[src/rtl/ffo_pkg.sv]
// Shared types and width helpers for the sequential find-first-one scanner.
package ffo_pkg;

    typedef enum logic [1:0] {
        IDLE = 2'd0,
        SCAN = 2'd1,
        ZERO = 2'd2
    } state_t;

    // Width of a bit position inside an n-bit vector.
    function automatic int unsigned pos_w(input int unsigned n);
        return $clog2(n);
    endfunction

    // Width of a beat counter able to hold 0..n.
    function automatic int unsigned cnt_w(input int unsigned n);
        return $clog2(n + 1);
    endfunction

endpackage

[src/rtl/ffo_tree.sv]
// Recursive combinational first-one tree; index 0 of vec has highest priority.
module ffo_tree
    import ffo_pkg::*;
#(
    parameter int unsigned N = 32
) (
    input  logic [0:N-1]          vec,
    output logic                  v,
    output logic [pos_w(N)-1:0]   p
);

    generate
        if (N == 2) begin : g_leaf
            // Two-input leaf: prefer bit 0 when both are set.
            assign v = vec[0] | vec[1];
            assign p = ~vec[0];
        end else begin : g_merge
            localparam int unsigned H  = N / 2;
            localparam int unsigned HW = pos_w(H);

            logic          vl;
            logic          vr;
            logic [HW-1:0] pl;
            logic [HW-1:0] pr;

            ffo_tree #(.N(H)) u_lo_idx (.vec(vec[0:H-1]), .v(vl), .p(pl));
            ffo_tree #(.N(H)) u_hi_idx (.vec(vec[H:N-1]), .v(vr), .p(pr));

            // Merge: the lower-index half wins whenever it has any set bit.
            assign v = vl | vr;
            assign p = vl ? {1'b0, pl} : {1'b1, pr};
        end
    endgenerate

endmodule

[src/rtl/ffo_scan.sv]
// Sequential find-first-one scanner: emits one set-bit position per beat.
// Optional macro FFO_SCAN_DIR_EN adds in_dir (1 = scan from index N-1 down).
module ffo_scan
    import ffo_pkg::*;
#(
    parameter int unsigned N = 32
) (
    input  logic                  clk,
    input  logic                  rst_n,
    input  logic [0:N-1]          in_vec,
    input  logic                  in_valid,
`ifdef FFO_SCAN_DIR_EN
    input  logic                  in_dir,
`endif
    output logic                  in_ready,
    output logic [pos_w(N)-1:0]   out_pos,
    output logic [cnt_w(N)-1:0]   out_cnt,
    output logic                  out_last,
    output logic                  out_none,
    output logic                  out_valid,
    input  logic                  out_ready
);

    localparam int unsigned PW = pos_w(N);
    localparam int unsigned CW = cnt_w(N);

    state_t        state;
    logic [0:N-1]  work;
    logic [0:N-1]  work_clr;
    logic [0:N-1]  tree_in;
    logic [CW-1:0] cnt;
    logic          tree_v;
    logic [PW-1:0] tree_p;
    logic [PW-1:0] first_pos;
    logic          accept;
    logic          fire;

`ifdef FFO_SCAN_DIR_EN
    logic          dir_q;

    // Reverse the working vector for last-first scans and map back to absolute index.
    always_comb begin
        for (int i = 0; i < int'(N); i++) begin
            tree_in[i] = dir_q ? work[N-1-i] : work[i];
        end
        first_pos = dir_q ? (PW'(N - 1) - tree_p) : tree_p;
    end
`else
    // Index-0-first scan only.
    always_comb begin
        tree_in   = work;
        first_pos = tree_p;
    end
`endif

    ffo_tree #(.N(N)) u_tree (.vec(tree_in), .v(tree_v), .p(tree_p));

    // Working vector with the currently reported bit removed.
    always_comb begin
        for (int i = 0; i < int'(N); i++) begin
            work_clr[i] = work[i] & (first_pos != PW'(i));
        end
    end

    // Output beat decode from the state/work/cnt registers only.
    always_comb begin
        out_valid = 1'b0;
        out_pos   = '0;
        out_cnt   = '0;
        out_last  = 1'b0;
        out_none  = 1'b0;
        unique case (state)
            SCAN: begin
                out_valid = tree_v;
                out_pos   = first_pos;
                out_cnt   = cnt;
                out_last  = ~|work_clr;
            end
            ZERO: begin
                out_valid = 1'b1;
                out_none  = 1'b1;
                out_last  = 1'b1;
            end
            default: begin
                out_valid = 1'b0;
            end
        endcase
    end

    // Ready in IDLE, or on the final accepted beat to chain the next vector bubble-free.
    always_comb begin
        in_ready = (state == IDLE) | (out_valid & out_ready & out_last);
        accept   = in_valid & in_ready;
        fire     = out_valid & out_ready;
    end

    // State, working vector and beat counter.
    always_ff @(posedge clk or negedge rst_n) begin
        if (!rst_n) begin
            state <= IDLE;
            work  <= '0;
            cnt   <= '0;
`ifdef FFO_SCAN_DIR_EN
            dir_q <= 1'b0;
`endif
        end else if (accept) begin
            work  <= in_vec;
            cnt   <= '0;
`ifdef FFO_SCAN_DIR_EN
            dir_q <= in_dir;
`endif
            state <= (|in_vec) ? SCAN : ZERO;
        end else if (fire) begin
            if (state == SCAN) begin
                work <= work_clr;
                cnt  <= cnt + CW'(1);
                if (out_last) begin
                    state <= IDLE;
                end
            end else begin
                state <= IDLE;
            end
        end
    end

endmodule
[config.mk]
export PLATFORM = sky130hd
export DESIGN_NAME = ffo_scan
export DESIGN_NICKNAME = d
export VERILOG_FILES = /design/src/rtl/ffo_pkg.sv /design/src/rtl/ffo_tree.sv /design/src/rtl/ffo_scan.sv
export SDC_FILE = /design/constraint.sdc
export NUM_CORES = 1
export LEC_CHECK = 0
export BUFFER_PORTS_ARGS = -buffer_cell sky130_fd_sc_hd__buf_2
export CORE_ASPECT_RATIO = 1.25
export CORE_UTILIZATION = 60
export CTS_CLUSTER_SIZE = 16
export DETAILED_ROUTE_END_ITERATION = 8
export PLACE_DENSITY = 0.84
export SETUP_SLACK_MARGIN = 0.1
export SLEW_MARGIN = 5
export SYNTH_ARGS = -nofsm -noshare
export SYNTH_HDL_FRONTEND = slang
export SYNTH_HIERARCHICAL = 1
export SYNTH_SLANG_ARGS = --single-unit
[constraint.sdc]
create_clock -name clk -period 10.7 [get_ports clk]
set_input_delay 2.14 -clock clk [delete_from_list [all_inputs] [get_ports clk]]
set_output_delay 2.14 -clock clk [all_outputs]
set_load 0.05 [all_outputs]
==> results_dict.tcl <==
set metrics [dict create \
    drt-pass1-iter-count 4 \
    cts_root_buffer "clkbuf_8" \
    dp_slack_ns 4.482 \
    crit_fanout 13 \
    ys_warn_count 6 \
    ys_seq_area_share_pct 30.92 \
    rows 29 \
    cap_violations 0 \
    grt_max_degree 41 \
    globalRouteTotalUtil_pct 33.26 \
    cts_hold_buf 0 \
    post_drt_wl_per_cell_um 17.54 \
    gp_congestion 0.9182 \
    switching_power_uw 435.0 \
    htree_levels 2 \
    use_met2_pct 55.27 \
    synthTopCellsByArea "dfrtp_1 31%, mux2i_1 10%, inv_1 7.8%" \
    finalCoreUtilization_pct 69.77 \
    start_util_pct 63.27 \
    fmax_ghz 0.1522 \
    synth-compound-area-share_pct 11.87 \
    crit_arrival_ns 4.43 \
    relSlewSlack_pct 23.98 \
    syn_inst 378 \
    grt_busiest_layer "met2" \
    met3_usage_pct 6.694 \
    die_x_um 67.70 \
    grt_pass1_wl_mm 14.10 \
    yosysTopAreaCell "dfrtp_1" \
    min_path_type "register to register" \
    insertion_delay_ns 0.30 \
    cp-start-kind "register" \
    path_clk_slew_ns 0.09 \
    synthXorXnorAreaFrac_pct 1.353 \
    via_count 2837 \
    worstSetupPathType "register to primary output" \
    clockBufferDepth 2 \
    numCtsBuffers 5 \
    syn_to_final_growth_pct 10.28 \
    setup_viol 0 \
    synth_top_area_share_pct 30.92 \
    holdPathStages 2 \
    crit_start "tree_in[1]$_DFFE_PN0P_" \
    viasPerCell 5.886 \
    cts_tree "built" \
    synth_top_family_by_area "simple AND/OR/NAND/NOR gates" \
    p_int_uw 521.0 \
    met1_usage_pct 41.50 \
    hpwlAfterDp_mm 6.561 \
    status "completed" \
    layout_commonest_cell "inv_1" \
    io-pin-count 51 \
    fin_tns_setup_ns 0 \
    hold_path.startpoint "state[0]$_DFFE_PN0P_" \
    overflow 0 \
    max-vdd-ir-drop_mv 0.2197 \
    async_reset_ff_share_pct 100.0 \
    rr_startpoint "tree_in[1]$_DFFE_PN0P_" \
    post-cts-setup-buffers 0 \
    combPwrFrac_pct 54.7 \
    synthFlopType "dfrtp_1" \
    yosysUniqueCellTypes 46 \
    synth_fp_nets 418 \
    nNetsFinal 459 \
    fin_area_sq_um 3570 \
    yosys.area_share.simple_pct 22.50 \
    detail-route-antenna-nets 0 \
    finalCritPeriodShare_pct 61.39 \
    worst_pin_slew_ns 1.136 \
    grt_pass1_vias 2936 \
    yosys-mux-area-fraction_pct 20.87 \
    period_needed_ns 6.569 \
    avgSynthCellArea_sq_um 8.563 \
    post_cts_resized 0 \
    synth-edff-count 0 \
    die-area_sq_um 5695 \
    rsz0062_at_grt "no" \
    cp.required_ns 8.56 \
    drt_wl_total_mm 8.456 \
    drc_errors 0 \
    drtIter0Drc 195 \
    synth_area_sq_um 3237 \
    ff2ff_path_depth 12 \
    p_seq_share_pct 32.2 \
    die_h_um 84.12 \
    swShare_pct 45.50 \
    synth_seq_cells 40 \
    clockPowerShare_pct 13.1 \
    n_antenna_cell 0 \
    fin_ws_ns 4.131 \
    skew_ns 0.01463 \
    end_kind "primary output" \
    hold_viol 0 \
    clock-sinks 40 \
    synth-adder-area-share_pct 1.546 \
    power.leakage_uw 0.001772 \
    port_buffers 50 \
    drv_slew 0 \
    antenna_found_initial 0 \
    place_area_sq_um 3462 \
    total_power_uw 956.0 \
    core_sq_um 5116 \
    drive_gt1_share_pct 23.57 \
    power_density_nw_per_um2 267.8 \
    layout_common_cells "67 x inv_1, 50 x buf_2, 40 x dfrtp_1" \
]
[synth_stat cells (all sizes together), types with 9 or more instances]
library cell / count
and2: 13
nand2: 9
mux2i: 33
o32ai: 11
mux2: 28
inv: 67
dfrtp: 40
nor2: 18
nor4: 9
o21ai: 33
buf: 10
or2: 34
[path summary, 6_finish.rpt]
check	to	slack, ns
setup / recovery	in_ready	4.13
hold / removal	state[0]$_DFFE_PN0P_	0.56
setup reg to reg	tree_in[15]$_DFFE_PN0P_	5.87
hold reg to reg	state[0]$_DFFE_PN0P_	0.56
max in group asynchronous	tree_in[17]$_DFFE_PN0P_	8.13
min in group asynchronous	cnt[1]$_DFFE_PN0P_	1.97
[layout make-up]
type	count	area, sq um
fillers	429	1546
repair buffers	50	250.2
clock buffers	6	72.57
well taps	62	77.57
flip-flops and latches	40	1001
multi-input cells	255	1882
clock inverters	2	35.03
inverters	67	251.5
[worst max-delay path, stage by stage, from the launching register on]
cell     delay [ns]
dfrtp_1        0.41
or2_1          0.28
or2_1          0.29
or2_2          0.36
or2_2          0.37
mux2_2         0.39
or3_1          0.48
o32ai_1        0.30
nand4_1        0.15
nor4_2         0.33
a31oi_1        0.15
nor2b_1        0.22
or2_2          0.14
buf_2          0.25
[flip-flops by register name, summed over array words and instances, names as in the netlist]
signal	cells
tree_in	32
state	2
cnt	6
[routing by layer]
metal	wire [um]	share of wire (%)
met5	0	0
met4	227	2.7
met3	490	5.8
met2	4192	50
met1	3546	42
[power by group through the flow]
stage | sequential, uW | clock (uW) | combinational, uW
floorplan | 269 | 0 | 432
global placement | 307 | 0 | 505
detailed placement | 308 | 0 | 518
CTS | 305 | 124 | 522
global route | 319 | 129 | 575
finish | 308 | 125 | 523
[through the flow]
step | instances | hold WS, ns
after global routing | 482 | 0.5765
after floorplan | 378 | 0.4972
after detailed placement | 474 | 0.5506
after CTS | 482 | 0.5608
final | 482 | 0.5562
after global placement | 474 | 0.5186
[cells by family after synthesis]
kind of cell | count (synthesis)
AO/OA/AOI/OAI | 61
buffers and inverters | 83
AND/OR/NAND/NOR | 124
adder cells (fa/ha/maj) | 4
flip-flops | 40
multiplexers | 61
XOR/XNOR | 5
Note: power is estimated with default switching activity, not from simulation.
